===== config.mk =====
export PLATFORM = sky130hd
export DESIGN_NAME = division
export DESIGN_NICKNAME = d
export VERILOG_FILES = /design/src/rtl/mips_div_pkg.sv /design/src/rtl/div_sign_unit.sv /design/src/rtl/division.sv
export SDC_FILE = /design/constraint.sdc
export NUM_CORES = 1
export LEC_CHECK = 0
export ABC_CLOCK_PERIOD_IN_PS = 4600
export BUFFER_PORTS_ARGS = -buffer_cell sky130_fd_sc_hd__buf_2
export CORE_MARGIN = 2
export CORE_UTILIZATION = 30
export CTS_CLUSTER_SIZE = 40
export DETAILED_ROUTE_END_ITERATION = 8
export PLACE_DENSITY_LB_ADDON = 0.15
export SLEW_MARGIN = 20
export SYNTH_ARGS = -nofsm -noshare
export SYNTH_HDL_FRONTEND = slang
export SYNTH_SLANG_ARGS = --single-unit

===== constraint.sdc =====
create_clock -name Clk -period 4.6 [get_ports Clk]
set_input_delay 0.23 -clock Clk [delete_from_list [all_inputs] [get_ports Clk]]
set_output_delay 0.23 -clock Clk [all_outputs]
set_load 0.1 [all_outputs]

===== src/rtl/mips_div_pkg.sv =====
// Shared types and constants for the MIPS iterative divider.
package mips_div_pkg;

  typedef enum logic [1:0] {
    DIV_IDLE,
    DIV_WORK,
    DIV_FIXUP
  } div_state_t;

  localparam int DIV_WIDTH = 32;
  localparam logic [DIV_WIDTH-1:0] DIV_ZERO_QUOTIENT = '1;

endpackage


===== src/rtl/div_sign_unit.sv =====
// Conditional two's-complement negate, used for operand magnitudes and result sign fix.
module div_sign_unit
  import mips_div_pkg::*;
#(
  parameter int WIDTH = DIV_WIDTH
) (
  input  logic [WIDTH-1:0] value,
  input  logic             negate,
  output logic [WIDTH-1:0] result
);

  assign result = negate ? (~value + WIDTH'(1)) : value;

endmodule


===== src/rtl/division.sv =====
// Restoring divider (DIV/DIVU): quotient to LO, remainder to HI, one quotient bit per cycle.
// Optional DIV_EARLY_EXIT_EN: skip the iteration when |dividend| < |divisor|.
//
// state     | meaning
// DIV_IDLE  | results valid, waiting for start
// DIV_WORK  | one restoring step per edge, WIDTH steps
// DIV_FIXUP | apply quotient/remainder signs, publish results
module division
  import mips_div_pkg::*;
#(
  parameter int  WIDTH = DIV_WIDTH,
  localparam int CNT_W = $clog2(WIDTH) + 1
) (
  input  logic             Clk,
  input  logic             reset,
  input  logic             start,
  input  logic             isSigned,
  input  logic [WIDTH-1:0] dividend,
  input  logic [WIDTH-1:0] divisor,
  output logic [WIDTH-1:0] quotient,
  output logic [WIDTH-1:0] remainder,
  output logic             endSignal,
  output logic             divZero,
  output logic [CNT_W-1:0] counter
);

  div_state_t       state, next_state;
  logic             sign_q, sign_r;
  logic [WIDTH-1:0] mag_n, mag_d, rem, q;
  logic [WIDTH-1:0] shared_in, shared_out, abs_d, fix_q;
  logic             shared_neg;
  logic [WIDTH:0]   trial;
  logic [WIDTH-1:0] trial_sub;
  logic             take;
  logic             accept, div_by_zero, early_exit;

  assign accept      = (state == DIV_IDLE) && start;
  assign div_by_zero = accept && (divisor == '0);

`ifdef DIV_EARLY_EXIT_EN
  assign early_exit = accept && !div_by_zero && (shared_out < abs_d);
`else
  assign early_exit = 1'b0;
`endif

  // The dividend negator is idle outside IDLE, so FIXUP borrows it for the remainder sign.
  assign shared_in  = (state == DIV_FIXUP) ? rem : dividend;
  assign shared_neg = (state == DIV_FIXUP) ? sign_r : (isSigned & dividend[WIDTH-1]);

  div_sign_unit #(.WIDTH(WIDTH)) u_shared_sign (
    .value (shared_in),
    .negate(shared_neg),
    .result(shared_out)
  );

  div_sign_unit #(.WIDTH(WIDTH)) u_abs_d (
    .value (divisor),
    .negate(isSigned & divisor[WIDTH-1]),
    .result(abs_d)
  );

  div_sign_unit #(.WIDTH(WIDTH)) u_fix_q (
    .value (q),
    .negate(sign_q),
    .result(fix_q)
  );

  // Trial value keeps the bit shifted out of rem so divisors above 2^(WIDTH-1) compare correctly.
  assign trial     = {rem, mag_n[WIDTH-1]};
  assign take      = trial >= {1'b0, mag_d};
  assign trial_sub = trial[WIDTH-1:0] - mag_d;

  always_ff @(posedge Clk or negedge reset) begin
    if (!reset) state <= DIV_IDLE;
    else        state <= next_state;
  end

  always_comb begin
    next_state = state;
    unique case (state)
      DIV_IDLE: begin
        if (accept && !div_by_zero) next_state = early_exit ? DIV_FIXUP : DIV_WORK;
      end
      DIV_WORK: begin
        if (counter == CNT_W'(WIDTH - 1)) next_state = DIV_FIXUP;
      end
      DIV_FIXUP: next_state = DIV_IDLE;
      default:   next_state = DIV_IDLE;
    endcase
  end

  always_comb begin
    endSignal = (state == DIV_IDLE);
  end

  always_ff @(posedge Clk or negedge reset) begin
    if (!reset) begin
      sign_q    <= 1'b0;
      sign_r    <= 1'b0;
      mag_n     <= '0;
      mag_d     <= '0;
      rem       <= '0;
      q         <= '0;
      counter   <= '0;
      quotient  <= '0;
      remainder <= '0;
      divZero   <= 1'b0;
    end else begin
      unique case (state)
        DIV_IDLE: begin
          if (div_by_zero) begin
            quotient  <= {WIDTH{1'b1}};
            remainder <= dividend;
            divZero   <= 1'b1;
          end else if (accept) begin
            sign_q  <= isSigned & (dividend[WIDTH-1] ^ divisor[WIDTH-1]);
            sign_r  <= isSigned & dividend[WIDTH-1];
            mag_n   <= shared_out;
            mag_d   <= abs_d;
            rem     <= early_exit ? shared_out : '0;
            q       <= '0;
            counter <= '0;
            divZero <= 1'b0;
          end
        end
        DIV_WORK: begin
          mag_n   <= {mag_n[WIDTH-2:0], 1'b0};
          rem     <= take ? trial_sub : trial[WIDTH-1:0];
          q       <= {q[WIDTH-2:0], take};
          counter <= counter + CNT_W'(1);
        end
        DIV_FIXUP: begin
          quotient  <= fix_q;
          remainder <= shared_out;
        end
        default: ;
      endcase
    end
  end

endmodule


* Yosys cells after proc, flatten, opt, wreduce, memory -nomap -nowiden *
Index checks and enable logic that the tools add are counted.

storage, ports and cells
  output and inout bits = 72
  register bits = 203
  word-level logic and storage cells = 72
  bits of input ports = 68

cells by class
  bitwise logic cells = 8
  reduce and logical (&&, ||, !) cells = 14
  $lt $le $gt $ge = 1
  equality and inequality tests = 8
  add/subtract/negate cells = 5
  multiplexer cells = 25

operators with widths
  cell                                                                    number
  32-bit two-way mux                                                      11
  32-bit one-hot mux with 2 select lines                                  5
  32-bit by 1-bit adder with 32-bit output (second input constant)        3
  32-bit inverter                                                         3
  33-bit by 32-bit >= comparator with 1-bit output                        1
  32-bit logical NOT                                                      1
  32-bit subtractor                                                       1
  6-bit two-way mux                                                       2
  6-bit one-hot mux with 2 select lines                                   1
  6-bit by 1-bit adder with 6-bit output (second input constant)          1
  6-bit by 5-bit equality test with 1-bit output (second input constant)  1
  2-bit by 1-bit != test with 1-bit output (second input constant)        3
  2-bit AND reduction                                                     3
  3-bit AND reduction                                                     2
  2-bit nonzero test                                                      3
  2-bit two-way mux                                                       2
  2-bit != test (second input constant)                                   2
  2-bit one-hot mux with 2 select lines                                   1
  1-bit AND                                                               3
  1-bit logical AND                                                       3
  1-bit two-way mux                                                       3
  2-bit by 1-bit equality test with 1-bit output (second input constant)  1
  2-bit equality test (second input constant)                             1
  2-bit logical NOT                                                       1
  other kinds (3)                                                         3

* Longest topological paths before layout *
Gate-level depths: netlist of run 1.

  depth in word-level cells = 8
  depth in mapped cells = 17
  depth with buffers taken out = 12

* By module *
A second synthesis of run 1 with hierarchy kept.

second synthesis, totals
  cells, all modules = 1408
  area, all modules = 13078.8 µm²

modules (own cells, without submodules)
  module         cells an instance  instances  area an instance (µm²)  seq. area each (µm²)
  division       1111               1          10747.8                 5079.9
  div_sign_unit  99                 3          777.0                   0.0

* Least setup slack after synthesis of run 1 *
No wires, ideal clock.

  kind = reg2reg
  start point = reg state[0]
  end point = reg mag_n[16]
  data required time = 4.474 ns
  buffers on the path = 5
  arrival = 3.664 ns
  setup time = 0.126 ns
  period minus slack after synthesis = 3.790 ns
  path slack = 0.810 ns
  stages on the path, launching flop included = 17
  cells stage by stage = dfrtp_1 buf_2 nor2b_1 buf_6 clkbuf_1 buf_2 buf_2 mux2i_1 ha_1 o211ai_1 a2111oi_2 nand3_1 o31ai_1 xor2_1 nand2_1 a21oi_1 a221o_1

on the way
  cells in the longest elaborated chain, start to end = 8
  elaborated cells between the ends (all ways) = 17
  those cells by class = add/sub (1); eq/ne (4); mux (6); bitwise (1); reduce/logical (5)

ends and longest elaborated chain
  what                                      line                            text
  start: declaration                        division.sv:27                  div_state_t state, next_state;
  start signal: assignment                  division.sv:75                  else state <= next_state;
  2-bit equality test                       division.sv:47, division.sv:48
  32-bit two-way mux                        division.sv:47                  assign shared_in = (state == DIV_FIXUP) ? rem : dividend;
  32-bit inverter                           div_sign_unit.sv:12             assign result = negate ? (~value + WIDTH'(1)) : value;
  32-bit by 1-bit adder with 32-bit output  div_sign_unit.sv:12
  32-bit two-way mux                        div_sign_unit.sv:12
  32-bit two-way mux                        division.sv:115                 end else if (accept) begin
  32-bit two-way mux                        division.sv:111                 if (div_by_zero) begin
  32-bit one-hot mux with 2 select lines    division.sv:109                 unique case (state)
  end signal: assignment                    division.sv:118                 mag_n <= shared_out;
  end signal: assignment                    division.sv:127                 mag_n <= {mag_n[WIDTH-2:0], 1'b0};
  end: declaration                          division.sv:29                  logic [WIDTH-1:0] mag_n, mag_d, rem, q;

Parallel ways exist; a longest one is shown, timed or not. The select of a mux whose other input is x is not followed.
A chain may end at the register's enable or synchronous reset.

* Final worst setup path of run 1 *
  start point = reg rem[9]
  end point = reg rem[2]

on the way
  cells in the longest elaborated chain, start to end = 3

ends and longest elaborated chain
  what                                              line             text
  start: declaration                                division.sv:29
  start signal: assignment                          division.sv:120  rem <= early_exit ? shared_out : '0;
  start signal: assignment                          division.sv:128  rem <= take ? trial_sub : trial[WIDTH-1:0];
  33-bit by 32-bit >= comparator with 1-bit output  division.sv:70   assign take = trial >= {1'b0, mag_d};
  32-bit two-way mux                                division.sv:128
  32-bit one-hot mux with 2 select lines            division.sv:109

Every way passes these cells.

==> flow_metrics.tcl, run 1 <==
set metrics [dict create \
    synthAdderAreaFrac_pct 3.629 \
    final_common_cell "nand2_1" \
    path_clk_slew_ns 0.06 \
    synth_flop_cell "dfrtp_1" \
    final_area_um2 15450 \
    critical_path_arrival_ns 4.02 \
    irDropWorstVdd_uv 301.2 \
    path_class "register to register" \
    post-route-min-period_ns 3.622 \
    crit_path_end_kind "register" \
    relSlewSlack_pct 43.12 \
    h-tree-depth 1 \
    row_count 76 \
    ys_warn_count 0 \
    outcome "finished clean" \
    drtIter0Drc 714 \
    cts-buffers-inserted 27 \
    core_um2 42890 \
    whs_ns 0.01863 \
    fin_worst_skew_ns 0.01733 \
    fin_crit_sh_pct 78.73 \
    cts_tree "yes" \
    crit_top_cell "a21oi_1" \
    tns_ns 0 \
    tightest_slew_ns 0.8531 \
    synth_mux_area_share_pct 4.304 \
    wire_per_inst_um 18.03 \
    fmax_mhz 276.1 \
    cts_num_sinks 203 \
    grt_start_max_net_pins 105 \
    die_width_um 211.9 \
    gr-total-overflow 0 \
    grt_usage_pct 18.70 \
    initial_utilization_pct 30.23 \
    syn_inst 1567 \
    synth_xor_area_share_pct 8.850 \
    drcViolationCount 0 \
    synth_top_family_by_area "compound AO/OA/AOI/OAI gates" \
    power.total_mw 11.65 \
    first_pass_iters 6 \
    synthesis.nets 1672 \
    diodes 0 \
    dp_hpwl_um 30110 \
    yosysUniqueCellTypes 65 \
    post_cts_resized 0 \
    clkLatencyLatePin_ns 0.57 \
    worstSetupStartpointType "register" \
    rsz0062_at_grt "no" \
    area_growth_pct 19.16 \
    clock_path_buffers 3 \
    power_density_nw_per_um2 754.3 \
    drive_gt1_share_pct 13.01 \
    cp.required_ns 5.00 \
    place_congestion 0.8763 \
    io-pin-count 140 \
    drt-total-wl_um 41440 \
    synth.avg_cell_area_um2 8.274 \
    r2r_setup_slack_ns 0.98 \
    cts-root-buf "clkbuf_16" \
    die-area_um2 44900 \
    power_leakage_nw 6.594 \
    synth_compound_area_share_pct 20.77 \
    setup_viol 0 \
    vias_per_cell 5.044 \
    die_height_um 211.9 \
    drv_cap 0 \
    via_count 11596 \
    port_buffers 139 \
    grt_pass1_vias 11562 \
    final_util_pct 36.02 \
    synthArstFlopShare_pct 100.0 \
    finalHoldViolations 0 \
    mostFrequentLayoutCells "nand2_1 (273), dfrtp_1 (203), o21ai_0 (172), buf_2 (138), nor2_1 (103)" \
    antenna_found_initial 1 \
    antenna_left 0 \
    slew_viol_final 0 \
    hold_class "input port to register" \
    yosys_register_bits 203 \
    worstPathCellList "ha_1 > a21oi_1 > a21boi_0 > a21oi_1 > a21o_1 > or3_1 > o21ai_4 > buf_4 > mux2i_1 > o22ai_1" \
    ys_seq_area_share_pct 39.18 \
    synth-simple-area-share_pct 18.68 \
    final_nets 1799 \
    worst_path_max_delay_cell "o21ai_4" \
    crit_fanout 26 \
    synth_area_um2 12960 \
    grt_pass1_wl_um 66260 \
    dpl_cell_area_um2 14200 \
    slowest_delay_ns 0.56 \
    synth_edf_count 0 \
]
-- logic make-up (layout without fill, tap and decap cells) --
group,count (synthesis),after routing
DFF,203,203
adders and majority gates,37,37
and+or+nand+nor,546,546
buffers and inverters,143,290
AOI/OAI and AO/OA,452,452
muxes,55,55
xor gates and xnor gates,131,131
-- power by group --
group          internal [mW]  total, mW  switching (mW)  leakage [nW]
clock network           1.37       2.20           0.834         0.456
registers               2.47       3.17           0.702          2.41
logic                   2.37       6.28            3.91          3.73
-- metal layers --
layer / share of wire [%] / vias to the layer above / GRT usage [%]
li1: - / 5771 / -
met1: 47 / 5515 / 25.52
met2: 47 / 248 / 31.24
met3: 3.7 / 60 / 2.092
met4: 2.8 / 2 / 5.318
met5: 0.041 / - / 0
-- layout make-up --
| type | instances | area (um^2) |
|---|---|---|
| multi-input combinational | 1221 | 7340 |
| tap | 585 | 732.0 |
| clock inverter | 11 | 172.7 |
| clock buffer | 38 | 757.0 |
| sequential | 203 | 5080 |
| timing repair buffer | 189 | 1172 |
| fill | 4489 | 27440 |
| inverter | 52 | 195.2 |
-- synthesized netlist by cell type (7+ instances only) --
cell | instances | area (um^2)
o21bai_1 | 8 | 60.06
o21ai_0 | 172 | 860.8
mux2i_1 | 52 | 520.5
a21oi_1 | 100 | 500.5
o211ai_1 | 8 | 60.06
nand4_1 | 7 | 43.79
and2_1 | 9 | 56.30
nand2_1 | 274 | 1028
nor3_1 | 43 | 215.2
inv_1 | 50 | 187.7
a221o_1 | 9 | 90.09
buf_2 | 16 | 80.08
a22o_1 | 8 | 70.07
xor2_1 | 70 | 613.1
xnor2_1 | 61 | 534.3
nor2b_1 | 8 | 50.05
o21a_1 | 8 | 60.06
o22ai_1 | 15 | 93.84
clkbuf_1 | 68 | 255.2
a31oi_1 | 39 | 244.0
o41ai_1 | 8 | 70.07
o31ai_1 | 20 | 150.1
nand3_1 | 29 | 145.1
ha_1 | 36 | 450.4
and3_1 | 18 | 112.6
a21o_1 | 14 | 105.1
a22oi_1 | 7 | 52.55
o21ai_1 | 9 | 45.04
nor2_1 | 105 | 394.1
dfrtp_1 | 203 | 5080
or3_1 | 15 | 93.84
-- path summary, 6_finish.rpt --
check	start	end	cells after the start
worst max register to register	rem[9]	rem[2]	10
max in group asynchronous	reset	mag_d[29]	3
worst min register to register	divZero	divZero	2
worst min-delay path	divisor[9]	mag_d[9]	4
worst max-delay path	rem[9]	rem[2]	10
min in group asynchronous	reset	quotient[15]	2
-- worst max-delay path: cells and delay by family, from the launching register on --
kind	cells	cell delay, ns
multiplexers	1	0.25
flip-flops	1	0.47
adder cells (fa/ha/maj)	1	0.42
AND/OR/NAND/NOR	1	0.42
buffers and inverters	1	0.42
AO/OA/AOI/OAI	6	1.46
-- registers in the layout, indices dropped and copies added (netlist names) --
register and flops:
sign_q 1, quotient 32, mag_n 32, counter 6, rem 32, divZero 1, sign_r 1, q 32
mag_d 32, remainder 32, state 2
-- metrics by stage --
stage / worst slack [ns] / std cells
finish: 0.9783 / 2299
global route: 0.6976 / 2299
CTS: 1.023 / 2299
detailed placement: 0.8301 / 2218
global placement: 0.8537 / 2218
floorplan: 0.8100 / 1567
-- timing repair --
item,4_1_cts,5_1_grt
endpoints found under the hold margin,130,0
buffers inserted,0,0
setup endpoints to repair,0,0
hold buffers,32,0
No activity file was read; power rests on OpenSTA's default activity.
==> run 2, diff against run 1 <==
ABC_CLOCK_PERIOD_IN_PS = 3000   (was 4600)
clock period = 3 ns   (was 4.6 ns; I/O delays follow)
==> run 2 against run 1 <==
Hold slack better by 0.015 ns. Clock-buffer cell count down 1. Worst setup slack got worse by 0.89 ns. Global-route usage is 0.79 points higher. Die area did not move. Sequential cell count did not move. Routed wire length grew 5.6%. Final cell count grew 8.0%. First-iteration DRC count decreased by 3.5%. Largest cell class unchanged.
==> flow_metrics.tcl, run 2 (same netlist as run 1, synthesis figures left out) <==
set metrics [dict create \
    clkLatencyLatePin_ns 0.56 \
    rsz0062_at_grt "yes" \
    r2r_setup_slack_ns 0.09 \
    fmax_mhz 343.1 \
    area_growth_pct 33.58 \
    clock_path_buffers 3 \
    fin_worst_skew_ns 0.01354 \
    place_congestion 0.8766 \
    fill_cells 4428 \
    power.total_mw 19.90 \
    dp_cells 2363 \
    cts-root-buf "clkbuf_16" \
    mostFrequentLayoutCells "nand2_1 (270), dfrtp_1 (203), o21ai_0 (169), buf_4 (158), buf_2 (138)" \
    timing.rr.end "rem[30]" \
    h-tree-depth 1 \
    crit_path_end "rem[30]" \
    grt_pass1_vias 12281 \
    die_width_um 211.9 \
    final_nets 1987 \
    grt_pass1_wl_um 68910 \
    p_sw_mw 8.929 \
    die-area_um2 44900 \
    dpl_cell_area_um2 15440 \
    first_pass_iters 5 \
    switching_share_pct 44.86 \
    drt-total-wl_um 43780 \
    power.internal_mw 10.98 \
    final_util_pct 40.38 \
    grt_usage_pct 19.50 \
    wire_per_inst_um 17.62 \
    final_area_um2 17320 \
    via_count 12344 \
    critical_path_arrival_ns 3.36 \
    drtIter0Drc 689 \
    drive_gt1_share_pct 22.39 \
    row_count 76 \
    worstSetupStartpointType "register" \
    cp-startpoint "mag_d[0]" \
    drv_cap 0 \
    antenna_left 0 \
    outcome "finished clean" \
    tightest_slew_ns 0.7632 \
    fin_crit_sh_pct 97.15 \
    crit_fanout 3 \
    power_leakage_nw 7.556 \
    slew_viol_final 0 \
    hold_class "input port to register" \
    drcViolationCount 0 \
    ff2ff_path_depth 12 \
    whs_ns 0.03357 \
    tns_ns 0 \
    worstPathCellList "ha_4 > fa_2 > nor2b_2 > o21bai_2 > a2111oi_4 > buf_4 > nor2_2 > o31a_1 > o211ai_1 > a21boi_2 > mux2i_1 > a211o_1" \
    final_common_cell "nand2_1" \
    path_clk_slew_ns 0.06 \
    post-route-min-period_ns 2.915 \
    worst_path_max_delay_cell "dfrtp_1" \
    cts_num_sinks 203 \
    core_um2 42890 \
    final-seq-area_um2 5080 \
    relSlewSlack_pct 48.67 \
    cts-buffers-inserted 26 \
    pwr-share-comb_pct 61.2 \
    port_buffers 139 \
    irDropWorstVdd_uv 552.8 \
    setup_viol 0 \
    finalHoldViolations 0 \
    p_seq_share_pct 23.2 \
    gr-total-overflow 0 \
    die_height_um 211.9 \
    io-pin-count 140 \
    dp_hpwl_um 32700 \
    pre_cts_slack_ns -0.2609 \
    layout_setup_ws_ns 0.08537 \
    vias_per_cell 4.969 \
    cp.required_ns 3.44 \
    path_class "register to register" \
    pwr-share-clk_pct 15.6 \
    grt_start_max_net_pins 83 \
    initial_utilization_pct 30.23 \
    stdcell_count 2484 \
    power_density_nw_per_um2 1149 \
    antenna_found_initial 3 \
    cts_tree "yes" \
    crit_path_end_kind "register" \
    multi_input_area_um2 7634 \
    slowest_delay_ns 0.41 \
    r2r_start "mag_d[0]" \
]
==> run 2: cell types whose count changed in the layout (fill, tap and decap cells not counted), sizes merged <==
cell | previous run | this run
buf | 156 | 312
inv | 51 | 50
bufinv | 4 | 1
diode | 0 | 1
dlygate4sd3 | 32 | 65
clkbuf | 39 | 38
==> run 2: layout make-up <==
class / count / area share (%)
repair buffers: 378 / 16.34
clock buffers: 37 / 4.457
flip-flops and latches: 203 / 29.33
diodes: 1 / 0.01445
multi-input cells: 1221 / 44.08
well taps: 585 / 4.226
clock inverters: 7 / 0.4262
inverters: 52 / 1.127
==> run 2: worst max-delay path: cells and delay by family (launching register included) <==
family | cells | cell delay (ns)
AO/OA/AOI/OAI | 6 | 1.37
adder cells (fa/ha/maj) | 2 | 0.54
flip-flops | 1 | 0.41
AND/OR/NAND/NOR | 2 | 0.19
buffers and inverters | 1 | 0.16
multiplexers | 1 | 0.13
==> run 2: worst min-delay path by stage <==
stage                 from      endpoint  slack, ns  cells after the start
6_report       dividend[2]  remainder[2]       0.03                      4
5_1_grt           isSigned        sign_q       0.03                      3
4_1_cts         divisor[1]      mag_d[1]       0.01                      3
3_5_place_dp         reset  quotient[12]       0.19                      1
3_3_place_gp         reset  quotient[12]       0.20                      1
2_1_floorplan        reset    counter[0]      -0.15                      0
==> run 2: power by group through the flow <==
| stage | combinational, mW | sequential, mW | clock, mW |
|---|---|---|---|
| after floorplan | 6.62 | 5.37 | 0 |
| after global placement | 11.6 | 4.62 | 0 |
| after detailed placement | 11.6 | 4.63 | 0 |
| after CTS | 11.9 | 4.60 | 3.22 |
| after global routing | 13.5 | 4.76 | 3.30 |
| final | 12.2 | 4.62 | 3.11 |
==> run 2: timing repair <==
action / in CTS / in global routing
pin swaps: 8 / 21
endpoints found under the setup margin: 36 / 55
cloned: 0 / 0
endpoints found under the hold margin: 127 / 0
hold buffers: 65 / 0
buffers inserted: 5 / 6
gates resized for setup: 9 / 56
==> run 2: layer usage <==
metal	part of all wire [%]	vias to the layer above	GRT usage [%]	wire length, um
met5	0	-	0	0
met4	2.9	0	5.634	1280
met3	3.2	63	2.210	1382
met2	47	220	32.65	20760
met1	46	5925	26.49	20350
li1	-	6136	-	-
